<file path="config.mk">
export PLATFORM = sky130hd
export DESIGN_NAME = keypad_digit_buffer
export DESIGN_NICKNAME = d
export VERILOG_FILES = /design/src/rtl/keypad_digit_buffer.sv
export SDC_FILE = /design/constraint.sdc
export NUM_CORES = 1
export LEC_CHECK = 0
export BUFFER_PORTS_ARGS = -buffer_cell sky130_fd_sc_hd__buf_2
export CAP_MARGIN = 20
export CORE_MARGIN = 4
export CORE_UTILIZATION = 50
export DETAILED_ROUTE_END_ITERATION = 10
export PLACE_DENSITY = 0.73
export SLEW_MARGIN = 0
export SYNTH_ARGS = -nofsm -noshare
export SYNTH_HDL_FRONTEND = slang
export SYNTH_SLANG_ARGS = --single-unit
</file>
<file path="constraint.sdc">
create_clock -name Clk -period 2.6 [get_ports Clk]
set_clock_uncertainty 0.05 [all_clocks]
set_input_delay 0.13 -clock Clk [delete_from_list [all_inputs] [get_ports Clk]]
set_output_delay 0.13 -clock Clk [all_outputs]
set_load 0.01 [all_outputs]
</file>
<file path="src/rtl/keypad_digit_buffer.sv">
// Multi-digit keypad entry register. Newest digit sits in the low slot, and a committed
// code is held for the downstream checker until it completes a valid/ready handshake.
module keypad_digit_buffer #(
  parameter int DIGITS    = 4,
  parameter int DIGIT_W   = 4,
  parameter bit OVERWRITE = 1'b1,
  localparam int CW = $clog2(DIGITS + 1),
  localparam int BW = DIGITS * DIGIT_W
) (
  input  logic               Clk,
  input  logic               Reset_n,
  input  logic [DIGIT_W-1:0] NewValue,
  input  logic               Enable,
  input  logic               Backspace,
  input  logic               Clear,
  input  logic               Commit,
  output logic [BW-1:0]      ShiftedValues,
  output logic [CW-1:0]      Count,
  output logic               Empty,
  output logic               Full,
  output logic [BW-1:0]      CommitData,
  output logic [CW-1:0]      CommitCount,
  output logic               CommitValid,
  input  logic               CommitReady,
  output logic               Dropped
);

  localparam logic [1:0] IDLE  = 2'd0;
  localparam logic [1:0] ENTRY = 2'd1;
  localparam logic [1:0] HOLD  = 2'd2;

  logic [1:0]    state, stateNext;
  logic [BW-1:0] shiftedNext, commitDataNext;
  logic [CW-1:0] countNext, commitCountNext;
  logic          commitValidNext, droppedNext;
  logic          isFull;

  assign isFull = (Count == CW'(DIGITS));

  // Only the highest-priority strobe acts; masked strobes never raise Dropped.
  always_comb begin
    stateNext       = state;
    shiftedNext     = ShiftedValues;
    countNext       = Count;
    commitDataNext  = CommitData;
    commitCountNext = CommitCount;
    commitValidNext = CommitValid;
    droppedNext     = 1'b0;
    if (state == HOLD) begin
      droppedNext = Enable | Commit;
      if (CommitValid && CommitReady) begin
        commitValidNext = 1'b0;
        stateNext       = IDLE;
      end
    end else begin
      if (Clear) begin
        shiftedNext = '0;
        countNext   = '0;
      end else if (Commit) begin
        if (Count != '0) begin
          commitDataNext  = ShiftedValues;
          commitCountNext = Count;
          commitValidNext = 1'b1;
          shiftedNext     = '0;
          countNext       = '0;
        end
      end else if (Backspace) begin
        if (Count != '0) begin
          shiftedNext = ShiftedValues >> DIGIT_W;
          countNext   = Count - CW'(1);
        end
      end else if (Enable) begin
        if (!isFull) begin
          shiftedNext = {ShiftedValues[BW-DIGIT_W-1:0], NewValue};
          countNext   = Count + CW'(1);
        end else begin
          droppedNext = 1'b1;
          if (OVERWRITE)
            shiftedNext = {ShiftedValues[BW-DIGIT_W-1:0], NewValue};
        end
      end
      if (commitValidNext)
        stateNext = HOLD;
      else if (countNext == '0)
        stateNext = IDLE;
      else
        stateNext = ENTRY;
    end
  end

  always_ff @(posedge Clk or negedge Reset_n) begin
    if (!Reset_n) begin
      state         <= IDLE;
      ShiftedValues <= '0;
      Count         <= '0;
      Empty         <= 1'b1;
      Full          <= 1'b0;
      CommitData    <= '0;
      CommitCount   <= '0;
      CommitValid   <= 1'b0;
      Dropped       <= 1'b0;
    end else begin
      state         <= stateNext;
      ShiftedValues <= shiftedNext;
      Count         <= countNext;
      Empty         <= (countNext == '0);
      Full          <= (countNext == CW'(DIGITS));
      CommitData    <= commitDataNext;
      CommitCount   <= commitCountNext;
      CommitValid   <= commitValidNext;
      Dropped       <= droppedNext;
    end
  end

endmodule
</file>
After elaboration in Yosys (flattened, before gate mapping)

Cells that the tools add are included.

Register bits: 44
RAM bits: 0
Output and inout port bits: 42
Bits in latches: 0
Bits in read-only memories: 0
Logic and storage cells: 58
Memories kept: 0

Equality and inequality tests: 6
Muxes and demuxes: 31
Add/sub/neg operators: 2
Shifts and indexed selects: 0
Reductions and logical operators: 7
Bitwise gates (word level): 3
$mul: 0
Divide/modulo/power cells: 0
Magnitude comparators: 0

Operators by type and width:

| kind                                                               | number |
|---|---|
| 16-bit 2-to-1 mux                                                  | 6 |
| 3-bit 2-to-1 mux                                                   | 9 |
| 1-bit 2-to-1 mux                                                   | 13 |
| 4-bit AND reduction                                                | 2 |
| 3-bit equality test, second input constant                         | 2 |
| 3-bit logical NOT                                                  | 2 |
| 2-bit 2-to-1 mux                                                   | 3 |
| 4-bit nonzero test                                                 | 1 |
| 3-bit by 1-bit adder with 3-bit output, second input constant      | 1 |
| 3-bit by 1-bit != test with 1-bit output, second input constant    | 1 |
| 3-bit by 2-bit != test with 1-bit output, second input constant    | 1 |
| 3-bit nonzero test                                                 | 1 |
| 3-bit by 1-bit subtractor with 3-bit output, second input constant | 1 |
| 2-bit equality test, second input constant                         | 1 |
| 2-bit by 1-bit != test with 1-bit output, second input constant    | 1 |
| 1-bit NOT                                                          | 2 |
| 1-bit logical AND                                                  | 1 |
| 1-bit OR                                                           | 1 |

Logic depth before layout (Yosys ltp)

Gate-level depths: netlist of the first run.

Word-level depth: 11
Gate-level depth with buffers: 9

Worst setup path before layout of the first run

OpenSTA, ideal clock, no wires.

Path kind: reg2reg
Start: register Count[1]
End: register state[0]
Buffers on the path: 0
Library setup time: 0.087 ns
Stages on the path, launching flop included: 8
Required time: 2.463 ns
Arrival time: 1.803 ns
Setup slack: 0.660 ns
Period minus slack after synthesis: 1.940 ns
Cell sequence: dfrtp_1 inv_1 ha_1 nand2b_4 a22o_2 a211o_1 a31o_1 a211oi_2

Word-level cells in the longest chain between the ends: 11
Elaborated cells between the ends (all ways): 20

RTL lines:

| element                                                                              | RTL line | source |
|---|---|---|
| start: declaration                                                                   | 18       | `output logic [CW-1:0] Count,` |
| start signal: assignment                                                             | 105      | `Count <= countNext;` |
| 3-bit by 1-bit adder with 3-bit output / 3-bit equality test (equally long branches) | 75, 38   |  |
| 3-bit 2-to-1 mux                                                                     | 73       | `if (!isFull) begin` |
| 3-bit 2-to-1 mux                                                                     | 72       | `end else if (Enable) begin` |
| 3-bit 2-to-1 mux                                                                     | 67       | `end else if (Backspace) begin` |
| 3-bit 2-to-1 mux                                                                     | 59       | `end else if (Commit) begin` |
| 3-bit 2-to-1 mux                                                                     | 56       | `if (Clear) begin` |
| 3-bit 2-to-1 mux                                                                     | 49       | `if (state == HOLD) begin` |
| 3-bit logical NOT                                                                    | 84       | `else if (countNext == '0)` |
| 1-bit 2-to-1 mux                                                                     | 84       |  |
| 2-bit 2-to-1 mux (*)                                                                 | 82       | `if (commitValidNext)` |
| 2-bit 2-to-1 mux (*)                                                                 | 49       |  |
| end signal: assignment                                                               | 103      | `state <= stateNext;` |
| end: declaration                                                                     | 32       | `logic [1:0] state, stateNext;` |

Mark *: on every way between the ends. The rest lies on a longest branch, timed or not. The select of a mux whose other input is x is not followed.
A chain may end at the register's enable or synchronous reset.

Worst setup path after layout of the first run

Start: register Count[1]
End: register CommitData[9]

Word-level cells in the longest chain between the ends: 2

RTL lines:

| element                              | RTL line | source |
|---|---|---|
| 3-bit nonzero test                   | 60       | `if (Count != '0) begin` |
| 4-bit AND reduction (no source line) | --       |  |
| end signal: assignment               | 108      | `CommitData <= commitDataNext;` |
| end: declaration                     | 21       | `output logic [BW-1:0] CommitData,` |

No other way between the ends.

==> results of run 1 <==
flip-flops by register name (all words and copies together) (netlist names):
signal         count
CommitValid        1
state              1
Full               1
Empty              1
Dropped            1
ShiftedValues     16
Count              3
CommitData        16
CommitCount        3
power by group:
| part | switching, mW | internal [mW] |
|---|---|---|
| Combinational | 0.458 | 0.315 |
| Sequential | 0.0841 | 0.785 |
| Clock | 0.214 | 0.214 |
| Total | 0.756 | 1.31 |
area by class of cell:
cell class / count / share of cell area [%]
Sequential cell: 43 / 44.5
Multi-Input combinational cell: 119 / 35.3
Timing Repair Buffer: 57 / 13.1
Clock buffer: 7 / 3.57
Tap cell: 48 / 2.48
Inverter: 4 / 0.724
Clock inverter: 1 / 0.207
synthesized netlist by cell type (all sizes together), types with 2 or more instances:
cell type	number	area, µm²
dfrtp	42	1050
buf	7	35.0
a21oi	2	10.0
mux2	17	191
o21ai	14	70.1
mux2i	13	130
nand2b	4	32.5
clkbuf	2	7.51
ha	4	50.1
nor2	9	33.8
inv	4	17.5
nand2	26	97.6
o31ai	12	90.1
a211oi	2	20.0
what timing repair did:
item,in CTS,in global routing
hold buffers,3,0
resized for setup,0,0
buffers inserted,0,0
endpoints found under the hold margin,44,0
kinds of logic after synthesis:
group,Yosys count,share of synthesized area (%)
flip-flops,43,54.2
XOR/XNOR,1,0.441
adder cells (fa/ha/maj),4,2.52
multiplexers,30,16.2
buffers and inverters,13,3.02
AO/OA/AOI/OAI,38,13.0
AND/OR/NAND/NOR,46,10.7
worst min-delay path by stage:
stage / startpoint / end / slack [ps] / depth (start not counted)
after floorplan: Reset_n / CommitCount[0] / -220 / 0
after global placement: Reset_n / Count[2] / 260 / 1
after detailed placement: CommitReady / CommitValid / 260 / 2
after CTS: Enable / Dropped / 90 / 3
after global routing: Enable / Dropped / 120 / 3
final: Enable / Dropped / 90 / 3
metal layers:
| metal | vias to the layer above | GRT usage, % | part of all wire [%] |
|---|---|---|---|
| met5 | - | 0 | 0 |
| met4 | 0 | 7.52 | 1.5 |
| met3 | 10 | 6.11 | 6.5 |
| met2 | 54 | 32.6 | 51 |
| met1 | 772 | 22.4 | 41 |
| li1 | 722 | - | - |
worst reg2reg max path: stages, from the launching register on:
cell	delay [ps]
dfrtp_1	430
inv_1	160
ha_1	310
nand2b_4	110
inv_4	80
nor2_1	60
nand2_1	340
buf_12	200
mux2_2	340
==> impl_metrics.csv, run 1 <==
group,metric,value,unit
placement,port_buffers,52,
clock_tree,clock_latency,290,ps
timing,hold_viol,0,
critical_path,crit_start,"Count[1]",
layout,n_antenna_cell,0,
floorplanning,dieHeight,71.1,µm
global_routing,track_usage,19.1,%
yosys,synth_edf_count,0,
drt,avgViaCountPerCell,5.58,
layout,nets,245,
placement,hpwl,3220,µm
power,ir_drop,0.500,mV
global_routing,grt_pass1_vias,1678,
critical_path,reg2regPathDepth,8,
run_status,status,"finished, final reports clean",
flow_run,cap_violations,0,
placement,dpl_worst_slack,431,ps
clock_tree,cts_tree,"done",
layout,mostFrequentLayoutCells,"buf_2, dfrtp_1, nand2_1",
critical_path,end_kind,"flip-flop",
floorplanning,pin_count,53,
timing,tightest_slew,935,ps
critical_path,crit_arrival,2330,ps
yosys,synth-seq-cells,43,
critical_path,max_stage_delay,430,ps
critical_path,crit_path_end,"CommitData[9]",
timing,drv_slew,0,
critical_path,worstReg2RegEnd,"CommitData[9]",
critical_path,cp_slowest_cell,"dfrtp_1",
global_routing,antenna_found_initial,0,
layout,multiInputGateArea,855,µm²
clock_tree,cts.sinks,43,
drt,drc_errors,0,
yosys,netlist_instances,175,
power,power_density,856,nW/µm²
clock_tree,clockBufferDepth,2,
floorplanning,chipWidth,71.1,µm
layout,stdcell_count,279,
timing,rsz0062_at_grt,"false",
timing,worst_hold_slack,89.7,ps
yosys,yosysSeqAreaShare,54.2,%
drt,drt.antenna.violating_nets,0,
yosys,ys.flop_type,"dfrtp_1",
critical_path,critical_path_class,"reg -> reg",
critical_path,r2r_slack,400,ps
clock_tree,cts_max_level,2,
worst_hold_path,hp-class,"in -> reg",
yosys,syn-num-nets,190,
layout,post-route-cell-area,2420,µm²
clock_tree,cts_root_buffer,"clkbuf_8",
timing,setup_viol,0,
timing,worst_slack,399,ps
timing,fmax,454,MHz
global_routing,grt_max_degree,44,
layout,final_core_util,64.6,%
critical_path,cp.depth,8,
floorplanning,core,3740,µm²
layout,fillers,312,
yosys,synth.avg_cell_area,11.4,µm²
yosys,async_flop_share,100,%
layout,regArea,1080,µm²
power,power_leakage,1.28,nW
drt,via_count,1558,
clock_tree,cts_inserted_buffers,5,
timing,finalCritPeriodShare,84.7,%
layout,area_delta_synth_final,21.6,%
critical_path,cp.buffers_inverters,3,
placement,routabilityCongestion,0.915,
floorplanning,initial_core_util,53.1,%
drt,dr.pass1.iters,4,
critical_path,crit_path_start_kind,"flip-flop",
timing,tns,0,ps
floorplanning,rows,22,
timing,fin_crit,2200,ps
clock_tree,clkTransAtPathRegs,80,ps
critical_path,reg2reg_from,"Count[1]",
floorplanning,die_area,5050,µm²
layout,layout_commonest_cell,"buf_2",
critical_path,worstPathMaxFanout,13,
placement,place_inst,268,
yosys,yosys_warnings,0,
critical_path,cp_top_family,"simple AND/OR/NAND/NOR gates",
timing,relSlewSlack,37.7,%
critical_path,crit_chain,"inv_1, ha_1, nand2b_4, inv_4, nor2_1, nand2_1, buf_12, mux2_2",
drt,drt_iter0_drc,123,
global_routing,globalRouteOverflowTotal,0,
yosys,synth.distinct_cells,35,
global_routing,grt_pass1_wl,7690,µm
yosys,synthesis.area,1990,µm²
drt,wl,4440,µm
drt,wl_per_cell,15.9,µm
power,finalPower,2.07,mW
critical_path,critical_path_required,2720,ps
placement,place_area,2300,µm²
layout,drive_gt1_share,37.7,%
No activity file was read; power rests on OpenSTA's default activity.
==> run 2: changes to the inputs <==
Settings changed: ABC_AREA from default to 1.
Clock period 2.6 ns to 2.15 ns, I/O delays scaled along.
==> run 2 against run 1 <==
Sequential share of layout area is 1.1 points lower. Final cell count grew 25%. Area after synthesis rose by 5.9%. Highest routed layer unchanged. Combinational power is 53% higher. Sequential power up 28%.
==> impl_metrics.csv, run 2 <==
group,metric,value,unit
placement,dpl_worst_slack,57.3,ps
layout,layout_commonest_cell,"nand2_1",
timing,fmax,510,MHz
critical_path,worstReg2RegEnd,"Full",
clock_tree,cts_setup_buffers,0,
timing,hold_viol,0,
drt,drt_iter0_drc,119,
run_status,status,"finished, final reports clean",
drt,via_count,1771,
floorplanning,pin_count,53,
power,switching_share,41.2,%
clock_tree,cts_root_buffer,"clkbuf_8",
power,power_leakage,1.27,nW
worst_hold_path,hp-class,"in -> reg",
global_routing,grt_pass1_wl,7910,µm
timing,rsz0062_at_grt,"false",
yosys,yosys-top-cells-count,"nand2_1, dfrtp_1, inv_1",
clock_tree,cts_max_level,2,
timing,relSlewSlack,64.2,%
placement,port_buffers,52,
timing,tightest_slew,537,ps
layout,largestRegisters,"CommitData: 16 flops, ShiftedValues: 16 flops",
yosys,synth_area_leader_cell,"dfrtp_1",
floorplanning,die_area,5310,µm²
yosys,synth.most_common_cell,"nand2_1",
critical_path,crit_arrival,2090,ps
critical_path,r2r_slack,190,ps
critical_path,critical_path_required,2280,ps
layout,area_delta_synth_final,18.0,%
critical_path,critical_path_class,"reg -> reg",
power,pwr-share-comb,42.2,%
critical_path,reg2regPathDepth,13,
clock_tree,cts_tree,"done",
placement,routabilityCongestion,0.926,
power,clkPwrFrac,18.0,%
drt,wl_per_cell,13.8,µm
yosys,synth_top_area_share,49.9,%
critical_path,end_kind,"flip-flop",
power,switchingPower,1.15,mW
timing,tns,0,ps
floorplanning,initial_core_util,52.2,%
clock_tree,clkTransAtPathRegs,70,ps
drt,wl,4830,µm
flow_run,cap_violations,0,
yosys,async_flop_share,100,%
global_routing,grt_pass1_vias,1672,
layout,drive_gt1_share,26.8,%
yosys,yosysSeqAreaShare,51.2,%
global_routing,grt_max_degree,44,
timing,finalCritPeriodShare,91.1,%
critical_path,crit_path_end,"Full",
yosys,synth-seq-cells,43,
drt,dr.pass1.iters,4,
clock_tree,clock_latency,300,ps
worst_hold_path,holdPathStages,3,
power,power_density,1120,nW/µm²
global_routing,track_usage,19.0,%
yosys,syn-num-nets,261,
critical_path,worstPathMaxFanout,5,
yosys,yosys_warnings,0,
critical_path,crit_path_start_kind,"flip-flop",
power,ir_drop,0.527,mV
layout,nets,313,
yosys,synth_area_leaders,"dfrtp_1, nand2_1, nand3_1",
yosys,synth_edf_count,0,
timing,worst_slack,191,ps
yosys,ys.flop_type,"dfrtp_1",
yosys,synth.avg_cell_area,8.55,µm²
clock_tree,clockBufferDepth,2,
floorplanning,dieHeight,72.9,µm
critical_path,reg2reg_from,"Count[1]",
clock_tree,cts.sinks,43,
layout,n_antenna_cell,0,
timing,fin_crit,1960,ps
floorplanning,core,4030,µm²
power,pwr-share-seq,39.8,%
timing,setup_viol,0,
global_routing,antenna_found_initial,0,
clock_tree,cts_inserted_buffers,5,
yosys,netlist_instances,246,
critical_path,crit_start,"Count[1]",
global_routing,globalRouteOverflowTotal,0,
power,power.internal,1.64,mW
floorplanning,chipWidth,72.9,µm
layout,mostFrequentLayoutCells,"nand2_1, buf_2, dfrtp_1",
yosys,synthesis.area,2100,µm²
yosys,synth.distinct_cells,26,
placement,hpwl,3360,µm
drt,drt.antenna.violating_nets,0,
drt,avgViaCountPerCell,5.07,
drt,drc_errors,0,
floorplanning,rows,23,
timing,drv_slew,0,
run 2: logic make-up after synthesis:
logic type,synth area share (%)
simple gates,22.1
compound gates,14.8
flops,51.2
buf+inv,9.51
fa+ha+maj,2.38
run 2: worst min path at each step:
stage / slack, ps / to / from
after floorplan: -240 / CommitCount[0] / Reset_n
after global placement: 160 / Full / Reset_n
after detailed placement: 170 / Full / Reset_n
after CTS: 90 / Dropped / Commit
after global routing: 120 / Dropped / Commit
final: 110 / Dropped / Commit
run 2: area by class of cell:
cell class,instances,area (µm²)
Timing Repair Buffer,56,308
Tap cell,50,62.6
Clock inverter,2,12.5
Inverter,29,109
Clock buffer,6,72.6
Multi-Input combinational cell,163,841
Fill cell,378,1550
Sequential cell,43,1080
run 2: worst max-delay path, cell delays in order (launching register included):
cell and delay, ps:
dfrtp_1 440, inv_1 190, ha_2 280, nand2_4 80
inv_1 80, ha_1 220, nand2_1 60, nand2_1 50
inv_1 80, nand2_1 50, nand3_1 70, nand2_1 70
nand2_1 80, nor2_1 50
run 2: power groups by stage:
stage / combinational (mW) / sequential (mW) / clock, mW
finish: 1.18 / 1.11 / 0.503
global route: 1.34 / 1.14 / 0.544
CTS: 1.15 / 1.11 / 0.514
detailed placement: 1.14 / 1.13 / 0
global placement: 1.10 / 1.13 / 0
floorplan: 0.748 / 1.21 / 0
run 2: through the flow:
step	power, mW	utilization [%]	instance area (µm²)	hold WS, ps	cells
6_report	2.79	61.6	2480	109	349
5_1_grt	3.02	61.6	2480	122	349
4_1_cts	2.77	61.3	2470	94.4	348
3_5_place_dp	2.27	58.7	2360	167	338
3_3_place_gp	2.23	58.7	2360	160	338
2_1_floorplan	1.96	-	2100	-238	246
run 2: layer usage:
metal,part of all wire (%),vias to the layer above,track usage (%)
li1,-,904,-
met1,47,816,26.9
met2,47,47,29.5
met3,5.2,4,3.72
met4,0.93,0,6.35
met5,0,-,0
run 2: repair_timing:
action	in CTS	in global routing
hold buffers	2	0
setup endpoints to repair	0	18
endpoints found under the hold margin	43	0
resized for setup	0	2
